File: src/rtl/wbm_copy.sv
// wbm_copy: Wishbone classic initiator that copies a block of 32-bit words
// from src_adr to dst_adr, one read/write pair per word, with one idle bus
// cycle after every ack so registered-ack slaves never see back-to-back stb.
// Optional feature macro: CFG_WBM_COPY_TIMEOUT_EN (per-access ack timeout;
// when undefined the master waits for ack indefinitely and error stays 0).
module wbm_copy #(
  parameter int CNT_W   = 16,
  parameter int TIMEOUT = 255
) (
  input  logic             sys_clk,
  input  logic             sys_rst,
  input  logic             start,
  input  logic [31:0]      src_adr,
  input  logic [31:0]      dst_adr,
  input  logic [CNT_W-1:0] count,
  output logic             busy,
  output logic             done,
  output logic             error,
  output logic [CNT_W-1:0] words_done,
  output logic [31:0]      wbm_adr_o,
  output logic [31:0]      wbm_dat_o,
  input  logic [31:0]      wbm_dat_i,
  output logic [3:0]       wbm_sel_o,
  output logic             wbm_stb_o,
  output logic             wbm_cyc_o,
  output logic             wbm_we_o,
  input  logic             wbm_ack_i
);

  typedef enum logic [2:0] {
    ST_IDLE = 3'd0,
    ST_RD   = 3'd1,
    ST_RGAP = 3'd2,
    ST_WR   = 3'd3,
    ST_WGAP = 3'd4,
    ST_FIN  = 3'd5
  } state_t;

  state_t           state_r, state_nxt_s;
  logic [31:0]      src_ptr_r, src_ptr_nxt_s;
  logic [31:0]      dst_ptr_r, dst_ptr_nxt_s;
  logic [CNT_W-1:0] count_r, count_nxt_s;
  logic [CNT_W-1:0] words_done_r, words_done_nxt_s;
  logic [31:0]      dat_r, dat_nxt_s;
  logic             error_r, error_nxt_s;
  logic [31:0]      adr_r, adr_nxt_s;
  logic             stb_r, stb_nxt_s;
  logic             we_r, we_nxt_s;
  logic             busy_r, busy_nxt_s;
  logic             done_r, done_nxt_s;
  logic             bus_phase_s;
  logic             timeout_s;
  logic             unused_s;

  // Only RD and WR drive a bus access; ack outside them is ignored.
  assign bus_phase_s = (state_r == ST_RD) || (state_r == ST_WR);

`ifdef CFG_WBM_COPY_TIMEOUT_EN
  localparam int               TMO_W    = $clog2(TIMEOUT + 1);
  localparam logic [TMO_W-1:0] TMO_LAST = TMO_W'(TIMEOUT - 1);

  logic [TMO_W-1:0] tmo_cnt_r;
  logic             enter_bus_s;

  assign enter_bus_s = (state_nxt_s != state_r) &&
                       ((state_nxt_s == ST_RD) || (state_nxt_s == ST_WR));
  // Abort on the last unacked cycle so stb is high exactly TIMEOUT cycles.
  assign timeout_s   = bus_phase_s && !wbm_ack_i && (tmo_cnt_r == TMO_LAST);
  assign unused_s    = ^{src_adr[1:0], dst_adr[1:0]};

  // Count unacked strobe cycles, restarting at every new bus access.
  always_ff @(posedge sys_clk or posedge sys_rst) begin
    if (sys_rst) begin
      tmo_cnt_r <= {TMO_W{1'b0}};
    end else if (enter_bus_s) begin
      tmo_cnt_r <= {TMO_W{1'b0}};
    end else if (bus_phase_s && !wbm_ack_i) begin
      tmo_cnt_r <= tmo_cnt_r + {{(TMO_W-1){1'b0}}, 1'b1};
    end else begin
      tmo_cnt_r <= tmo_cnt_r;
    end
  end
`else
  localparam logic [31:0] TMO_L = 32'(TIMEOUT);

  assign timeout_s = 1'b0;
  assign unused_s  = ^{src_adr[1:0], dst_adr[1:0], TMO_L};
`endif

  // Next-state logic; count==0 passes through WGAP so no bus access occurs.
  always_comb begin
    state_nxt_s = state_r;
    case (state_r)
      ST_IDLE: begin
        if (start) begin
          if (count == {CNT_W{1'b0}}) begin
            state_nxt_s = ST_WGAP;
          end else begin
            state_nxt_s = ST_RD;
          end
        end else begin
          state_nxt_s = ST_IDLE;
        end
      end
      ST_RD: begin
        if (timeout_s) begin
          state_nxt_s = ST_FIN;
        end else if (wbm_ack_i) begin
          state_nxt_s = ST_RGAP;
        end else begin
          state_nxt_s = ST_RD;
        end
      end
      ST_RGAP: state_nxt_s = ST_WR;
      ST_WR: begin
        if (timeout_s) begin
          state_nxt_s = ST_FIN;
        end else if (wbm_ack_i) begin
          state_nxt_s = ST_WGAP;
        end else begin
          state_nxt_s = ST_WR;
        end
      end
      ST_WGAP: begin
        if (words_done_r != count_r) begin
          state_nxt_s = ST_RD;
        end else begin
          state_nxt_s = ST_FIN;
        end
      end
      ST_FIN:  state_nxt_s = ST_IDLE;
      default: state_nxt_s = ST_IDLE;
    endcase
  end

  // Datapath updates: parameter latch on accepted start, pointer/data on ack.
  always_comb begin
    src_ptr_nxt_s    = src_ptr_r;
    dst_ptr_nxt_s    = dst_ptr_r;
    count_nxt_s      = count_r;
    words_done_nxt_s = words_done_r;
    dat_nxt_s        = dat_r;
    error_nxt_s      = error_r;
    case (state_r)
      ST_IDLE: begin
        if (start) begin
          src_ptr_nxt_s    = {src_adr[31:2], 2'b00};
          dst_ptr_nxt_s    = {dst_adr[31:2], 2'b00};
          count_nxt_s      = count;
          words_done_nxt_s = {CNT_W{1'b0}};
          error_nxt_s      = 1'b0;
        end else begin
          error_nxt_s      = error_r;
        end
      end
      ST_RD: begin
        if (timeout_s) begin
          error_nxt_s   = 1'b1;
        end else if (wbm_ack_i) begin
          dat_nxt_s     = wbm_dat_i;
          src_ptr_nxt_s = src_ptr_r + 32'd4;
        end else begin
          dat_nxt_s     = dat_r;
        end
      end
      ST_WR: begin
        if (timeout_s) begin
          error_nxt_s      = 1'b1;
        end else if (wbm_ack_i) begin
          dst_ptr_nxt_s    = dst_ptr_r + 32'd4;
          words_done_nxt_s = words_done_r + {{(CNT_W-1){1'b0}}, 1'b1};
        end else begin
          words_done_nxt_s = words_done_r;
        end
      end
      default: begin
        error_nxt_s = error_r;
      end
    endcase
  end

  // Bus and status outputs for the coming cycle, decoded from the next state.
  always_comb begin
    stb_nxt_s  = (state_nxt_s == ST_RD) || (state_nxt_s == ST_WR);
    we_nxt_s   = (state_nxt_s == ST_WR);
    busy_nxt_s = (state_nxt_s != ST_IDLE) && (state_nxt_s != ST_FIN);
    done_nxt_s = (state_nxt_s == ST_FIN);
    case (state_nxt_s)
      ST_RD:   adr_nxt_s = src_ptr_nxt_s;
      ST_WR:   adr_nxt_s = dst_ptr_nxt_s;
      default: adr_nxt_s = 32'h0000_0000;
    endcase
  end

  // State and registered outputs; reset drops cyc/stb immediately.
  always_ff @(posedge sys_clk or posedge sys_rst) begin
    if (sys_rst) begin
      state_r <= ST_IDLE;
      stb_r   <= 1'b0;
      we_r    <= 1'b0;
      busy_r  <= 1'b0;
      done_r  <= 1'b0;
      adr_r   <= 32'h0000_0000;
    end else begin
      state_r <= state_nxt_s;
      stb_r   <= stb_nxt_s;
      we_r    <= we_nxt_s;
      busy_r  <= busy_nxt_s;
      done_r  <= done_nxt_s;
      adr_r   <= adr_nxt_s;
    end
  end

  // Copy parameters, word pointers, data buffer and status counters.
  always_ff @(posedge sys_clk or posedge sys_rst) begin
    if (sys_rst) begin
      src_ptr_r    <= 32'h0000_0000;
      dst_ptr_r    <= 32'h0000_0000;
      count_r      <= {CNT_W{1'b0}};
      words_done_r <= {CNT_W{1'b0}};
      dat_r        <= 32'h0000_0000;
      error_r      <= 1'b0;
    end else begin
      src_ptr_r    <= src_ptr_nxt_s;
      dst_ptr_r    <= dst_ptr_nxt_s;
      count_r      <= count_nxt_s;
      words_done_r <= words_done_nxt_s;
      dat_r        <= dat_nxt_s;
      error_r      <= error_nxt_s;
    end
  end

  assign busy       = busy_r;
  assign done       = done_r;
  assign error      = error_r;
  assign words_done = words_done_r;
  assign wbm_adr_o  = adr_r;
  assign wbm_dat_o  = dat_r;
  assign wbm_sel_o  = 4'hF;
  assign wbm_stb_o  = stb_r;
  assign wbm_cyc_o  = stb_r;
  assign wbm_we_o   = we_r;

endmodule
File: config.mk
export PLATFORM = sky130hd
export DESIGN_NAME = wbm_copy
export DESIGN_NICKNAME = d
export VERILOG_FILES = /design/src/rtl/wbm_copy.sv
export SDC_FILE = /design/constraint.sdc
export NUM_CORES = 1
export LEC_CHECK = 0
export CAP_MARGIN = 10
export CORE_MARGIN = 4
export CORE_UTILIZATION = 30
export CTS_BUF_LIST = sky130_fd_sc_hd__clkbuf_4 sky130_fd_sc_hd__clkbuf_8
export DETAILED_ROUTE_END_ITERATION = 10
export PLACE_DENSITY = 0.49
export SYNTH_ARGS = -nofsm -noshare
export SYNTH_HDL_FRONTEND = slang
export SYNTH_SLANG_ARGS = --single-unit
File: constraint.sdc
create_clock -name sys_clk -period 14.4 [get_ports sys_clk]
set_clock_uncertainty 0.15 [all_clocks]
set_input_delay 4.32 -clock sys_clk [delete_from_list [all_inputs] [get_ports sys_clk]]
set_output_delay 4.32 -clock sys_clk [all_outputs]
set_load 0.02 [all_outputs]
==> results of run 1 <==
[kinds of logic (layout without fill, tap and decap cells)]
family | Yosys count | after routing | synth area share (%)
adder cells (fa/ha/maj) | 3 | 3 | 0.455
XOR/XNOR | 34 | 34 | 3.61
other | 2 | 5 | 0.0910
buffers and inverters | 63 | 253 | 3.76
flip-flops | 167 | 167 | 50.6
AO/OA/AOI/OAI | 164 | 164 | 15.5
AND/OR/NAND/NOR | 449 | 449 | 26.0
[cell usage in the layout (no fill, tap or decap), drive strengths merged, types with 3 or more instances in the layout]
cell / n
a211o: 5
a21o: 6
a21oi: 12
a221o: 9
a22o: 6
a22oi: 7
a31oi: 8
a32o: 29
a32oi: 3
and2: 7
and3: 18
and4: 3
buf: 13
clkbuf: 18
clkdlybuf4s50: 196
clkinv: 3
clkinvlp: 3
conb: 5
dfrtp: 167
ha: 3
inv: 19
nand2: 236
nand3: 52
nand3b: 3
nand4: 24
nor2: 46
nor3: 20
nor3b: 3
nor4: 16
o211ai: 18
o21ai: 31
o311ai: 13
or3: 9
xnor2: 17
xor2: 17
[power by group]
part	leakage, nW	total (mW)	internal (mW)	switching (mW)
combinational	2.29	0.960	0.393	0.566
clock	0.188	0.342	0.144	0.198
sequential	2.14	0.815	0.649	0.166
[worst paths after layout]
check | startpoint | end | slack [ns] | depth (start not counted)
worst max register to register | state_r[2]$_DFF_PP0_ | wbm_adr_o[5]$_DFF_PP0_ | 11.07 | 6
worst min-delay path | wbm_dat_o[18]$_DFFE_PP0P_ | wbm_dat_o[18]$_DFFE_PP0P_ | 0.33 | 2
worst min register to register | wbm_dat_o[18]$_DFFE_PP0P_ | wbm_dat_o[18]$_DFFE_PP0P_ | 0.33 | 2
min in group asynchronous | sys_rst | wbm_dat_o[0]$_DFFE_PP0P_ | 4.09 | 2
max in group asynchronous | sys_rst | dst_ptr_r[27]$_DFF_PP0_ | 8.11 | 4
worst max-delay path | start | wbm_adr_o[2]$_DFF_PP0_ | 7.38 | 7
[sequential cells by signal, summed over array words and instances (netlist names)]
signal,flops
busy,1
count_r,16
done,1
dst_ptr_r,32
src_ptr_r,32
state_r,3
wbm_adr_o,32
wbm_cyc_o,1
wbm_dat_o,32
wbm_we_o,1
words_done,16
[routing by layer]
| metal | GRT usage, % | routed length (µm) | share of wire (%) |
|---|---|---|---|
| met1 | 25.4 | 13000 | 47 |
| met2 | 27.4 | 12500 | 45 |
| met3 | 5.13 | 1760 | 6.4 |
| met4 | 3.27 | 223 | 0.81 |
| met5 | 0 | 0 | 0 |
[area by class of cell]
class / count / area, µm²
Fill cell: 2717 / 16100
Inverter: 12 / 50.0
Multi-Input combinational cell: 655 / 3790
Clock buffer: 18 / 241
Timing Repair Buffer: 209 / 2060
Sequential cell: 167 / 4180
Tap cell: 341 / 427
Clock inverter: 14 / 141
[per-stage QoR]
stage,hold slack [ns],worst slack [ns]
final,0.327,7.38
after global routing,0.351,7.27
after CTS,0.335,7.43
after detailed placement,0.312,6.91
after global placement,0.308,6.90
after floorplan,0.300,5.41
[synthesized netlist by cell type (4+ instances only)]
| cell | number |
|---|---|
| nand2_1 | 234 |
| dfrtp_1 | 167 |
| nand3_1 | 50 |
| nor2_1 | 45 |
| o21ai_0 | 30 |
| a32o_1 | 29 |
| clkbuf_1 | 29 |
| nand4_1 | 23 |
| and3_1 | 18 |
| o211ai_1 | 18 |
| nor3_1 | 17 |
| xnor2_1 | 17 |
| xor2_1 | 17 |
| nor4_1 | 14 |
| o311ai_0 | 13 |
| inv_1 | 12 |
| a21oi_1 | 11 |
| a221o_1 | 8 |
| a31oi_1 | 8 |
| or3_1 | 8 |
| a22oi_1 | 7 |
| and2_1 | 7 |
| buf_2 | 7 |
| a21o_1 | 6 |
| a22o_1 | 6 |
| buf_4 | 6 |
| a211o_1 | 5 |
| buf_1 | 4 |
[critical path, stage by stage]
cell             delay (ns)
clkdlybuf4s50_1        0.60
or4b_1                 0.83
buf_4                  0.41
nand2_2                0.22
o21ai_0                0.23
a221o_1                0.37
a32o_1                 0.24
==> flow_metrics.env, run 1 <==
export IMPL_h_tree_depth=4
export IMPL_hp_class="reg2reg"
export IMPL_max_cap_violations=0
export IMPL_final_core_util_pct=40.3
export IMPL_ir_worst_vdd_mv=0.0769
export IMPL_yosys_area_top_type="dfrtp_1"
export IMPL_period_needed_ns=7.02
export IMPL_start_util_pct=30.6
export IMPL_place_gp_congestion=0.836
export IMPL_first_iter_violations=606
export IMPL_synth_ff_type="dfrtp_1"
export IMPL_final_cell_area_mm2=0.0109
export IMPL_portBuffers=196
export IMPL_cp_end_kind="flop"
export IMPL_drt_total_wl_um=27400
export IMPL_timing_slew_headroom_pct=28.0
export IMPL_crit_type="in2reg"
export IMPL_synth_async_sr_flop_share_pct=100
export IMPL_total_leakage_power_nw=4.62
export IMPL_clock_latency_ns=0.47
export IMPL_grt_usage_pct=17.8
export IMPL_overflow=0
export IMPL_die_area_mm2=0.0302
export IMPL_arrival_ns=7.23
export IMPL_max_clock_freq_mhz=142
export IMPL_worstPathMaxFanout=27
export IMPL_synth_avg_cell_area_um2=9.36
export IMPL_drtPass1Iterations=5
export IMPL_drc=0
export IMPL_instances_no_fill=1416
export IMPL_dpl_cell_area_mm2=0.0105
export IMPL_startpoint_type="input pin"
export IMPL_synthesis_area_mm2=0.00826
export IMPL_crit_required_ns=14.61
export IMPL_drv_slew=0
export IMPL_area_growth_pct=31.9
export IMPL_status="finished clean"
export IMPL_rows=60
export IMPL_cts_buffers=17
export IMPL_cts_resized=0
export IMPL_grt_pass1_vias=7259
export IMPL_yosysTopAreaCellShare_pct=50.6
export IMPL_synthTopCellsByArea="dfrtp_1 51%, nand2_1 11%, a32o_1 3.5%"
export IMPL_post_cts_buffers=0
export IMPL_drive_above_1_share_pct=6.23
export IMPL_antenna_found_initial=0
export IMPL_hold_viol_final=0
export IMPL_power_mw=2.12
export IMPL_n_antenna_cell=0
export IMPL_clock_path_buffers=2
export IMPL_ant_nets=0
export IMPL_grt_max_degree=78
export IMPL_avgViaCountPerCell=5.18
export IMPL_finalNetCount=1181
export IMPL_hpwl_um=19800
export IMPL_clock_root_buffer="clkbuf_8"
export IMPL_finalSetupViolations=0
export IMPL_clk_pin_slew_ns=0.10
export IMPL_period_share_pct=48.8
export IMPL_synth_seq_cells=167
export IMPL_synth_edf_count=0
export IMPL_synth_seq_area_share_pct=50.6
export IMPL_syn_inst=882
export IMPL_power_density_mw_per_mm2=194
export IMPL_synth_cell_types=72
export IMPL_io_pins=206
export IMPL_clkSinkCount=167
export IMPL_rsz0062_at_grt="no"
export IMPL_tightestPinTransition_ns=1.07
export IMPL_fp_dieW_um=174
export IMPL_wl_per_cell_um=19.4
export IMPL_finalSetupTns_ns=0
export IMPL_grt_pass1_wl_um=42400
export IMPL_yosysWarnings=0
export IMPL_via_count=7339
export IMPL_core_area_mm2=0.0270
export IMPL_fp_dieH_um=174
export IMPL_cts_tree="built"
export IMPL_placed_cells=1384
export IMPL_cts_hold_buf=0
No activity file was read; power rests on OpenSTA's default activity.
==> run 2: changes to the inputs <==
Settings changed: PLACE_DENSITY 0.49 to 0.51.
Clock period 14.4 ns to 6.33 ns, I/O delays scaled along.
==> run 2 against run 1 <==
Sequential cell count stayed put. Worst setup slack lost 5.4 ns. Clock power grew 150%. Non-clock buffer count down 1. Wire length is 0.46% lower. Sequential share of layout area shrank 0.16 points. Combinational power increased by 130%. Largest power group unchanged.
==> flow_metrics.env, run 2 (synthesized netlist as in run 1, its figures left out) <==
export IMPL_hp_start="wbm_dat_o[26]$_DFFE_PP0P_"
export IMPL_sw_frac_of_total_pct=43.2
export IMPL_drc=0
export IMPL_place_gp_congestion=0.862
export IMPL_h_tree_depth=4
export IMPL_arrival_ns=4.60
export IMPL_ir_worst_vdd_mv=0.185
export IMPL_clock_root_buffer="clkbuf_8"
export IMPL_fp_dieH_um=174
export IMPL_cts_hold_buf=0
export IMPL_status="finished clean"
export IMPL_clkSinkCount=167
export IMPL_min_path_cells=2
export IMPL_die_area_mm2=0.0302
export IMPL_whs_ns=0.329
export IMPL_post_cts_buffers=0
export IMPL_min_to="wbm_dat_o[26]$_DFFE_PP0P_"
export IMPL_drt_total_wl_um=27300
export IMPL_total_leakage_power_nw=4.64
export IMPL_r2r_cells=6
export IMPL_finalSetupTns_ns=0
export IMPL_instances_no_fill=1416
export IMPL_startpoint_type="input pin"
export IMPL_via_count=7394
export IMPL_pre_cts_ws_ns=1.54
export IMPL_cts_resized=0
export IMPL_period_share_pct=69.0
export IMPL_clock_latency_ns=0.46
export IMPL_crit_type="in2reg"
export IMPL_cts_buffers=17
export IMPL_max_cap_violations=0
export IMPL_io_pins=206
export IMPL_placed_cells=1383
export IMPL_portBuffers=196
export IMPL_first_iter_violations=598
export IMPL_avgViaCountPerCell=5.22
export IMPL_tightestPinTransition_ns=0.999
export IMPL_grt_usage_pct=17.8
export IMPL_drv_slew=0
export IMPL_clk_pin_slew_ns=0.10
export IMPL_internal_power_mw=2.77
export IMPL_cp_end_kind="flop"
export IMPL_antenna_found_initial=1
export IMPL_rows=60
export IMPL_grt_pass1_vias=7301
export IMPL_finalNetCount=1180
export IMPL_start_util_pct=30.6
export IMPL_grt_pass1_wl_um=42700
export IMPL_fin_ws_ns=1.96
export IMPL_hold_viol_final=0
export IMPL_rsz0062_at_grt="no"
export IMPL_ant_nets=0
export IMPL_crit_required_ns=6.56
export IMPL_final_cell_mix="234 x nand2_1, 196 x clkdlybuf4s50_1, 167 x dfrtp_1"
export IMPL_final_common_cell="nand2_1"
export IMPL_wl_per_cell_um=19.3
export IMPL_finalSetupViolations=0
export IMPL_r2r_start="state_r[0]$_DFF_PP0_"
export IMPL_r2r_end="wbm_adr_o[15]$_DFF_PP0_"
export IMPL_grt_max_degree=93
export IMPL_fp_dieW_um=174
export IMPL_comb_power_share_pct=44.5
export IMPL_drtPass1Iterations=5
export IMPL_drive_above_1_share_pct=6.15
export IMPL_power_density_mw_per_mm2=445
export IMPL_max_clock_freq_mhz=229
export IMPL_hpwl_um=19500
export IMPL_worstPathMaxFanout=8
export IMPL_rrSetupSlack_ns=3.27
export IMPL_power_mw=4.87
export IMPL_seq_power_share_pct=38.1
export IMPL_period_needed_ns=4.37
export IMPL_p_sw_mw=2.10
export IMPL_hp_class="reg2reg"
export IMPL_p_clk_share_pct=17.4
export IMPL_timing_slew_headroom_pct=32.6
export IMPL_core_area_mm2=0.0270
export IMPL_clock_path_buffers=2
export IMPL_area_growth_pct=32.5
export IMPL_overflow=0
export IMPL_cts_tree="built"
==> run 2: how the worst max path moves through the flow <==
stage	from	depth (start not counted)	slack, ns	end
after detailed placement	wbm_ack_i	6	1.54	wbm_adr_o[26]$_DFF_PP0_
final	wbm_ack_i	6	1.96	wbm_adr_o[23]$_DFF_PP0_
after global placement	wbm_ack_i	6	1.53	wbm_adr_o[26]$_DFF_PP0_
after global routing	wbm_ack_i	6	1.80	wbm_adr_o[26]$_DFF_PP0_
after CTS	start	8	2.05	wbm_adr_o[15]$_DFF_PP0_
after floorplan	sys_rst	1	2.15	busy$_DFF_PP0_
==> run 2: layout make-up <==
type / instances / area [µm²]
fillers: 2651 / 16100
flip-flops and latches: 167 / 4180
multi-input cells: 655 / 3790
repair buffers: 208 / 2060
well taps: 341 / 427
clock buffers: 17 / 234
clock inverters: 15 / 189
inverters: 12 / 48.8
diodes: 1 / 2.50
==> run 2: power groups by stage <==
stage,combinational (mW),sequential (mW),clock [mW]
global placement,2.17,1.87,0
finish,2.17,1.86,0.848
detailed placement,2.18,1.86,0
CTS,2.18,1.85,0.878
floorplan,1.15,1.98,0
global route,2.38,1.92,0.913
==> run 2: worst max-delay path: stages <==
cell and delay [ns]:
clkdlybuf4s50_1 0.74, nand3_1 0.35, nor4_4 0.50, nand3_1 0.16, o311ai_0 0.74, a32o_1 0.21
==> run 2: through the flow <==
step / instance area, µm² / util (%)
after floorplan: 8270 / -
after detailed placement: 10500 / 38.9
after CTS: 10900 / 40.5
after global routing: 10900 / 40.5
after global placement: 10500 / 38.9
final: 10900 / 40.5
==> run 2: layer usage <==
| layer | track usage [%] | part of all wire, % | routed length [µm] |
|---|---|---|---|
| met5 | 0 | 0.048 | 13 |
| met4 | 4.39 | 1.5 | 420 |
| met3 | 4.89 | 7.1 | 1930 |
| met2 | 26.6 | 44 | 12000 |
| met1 | 25.7 | 47 | 12900 |
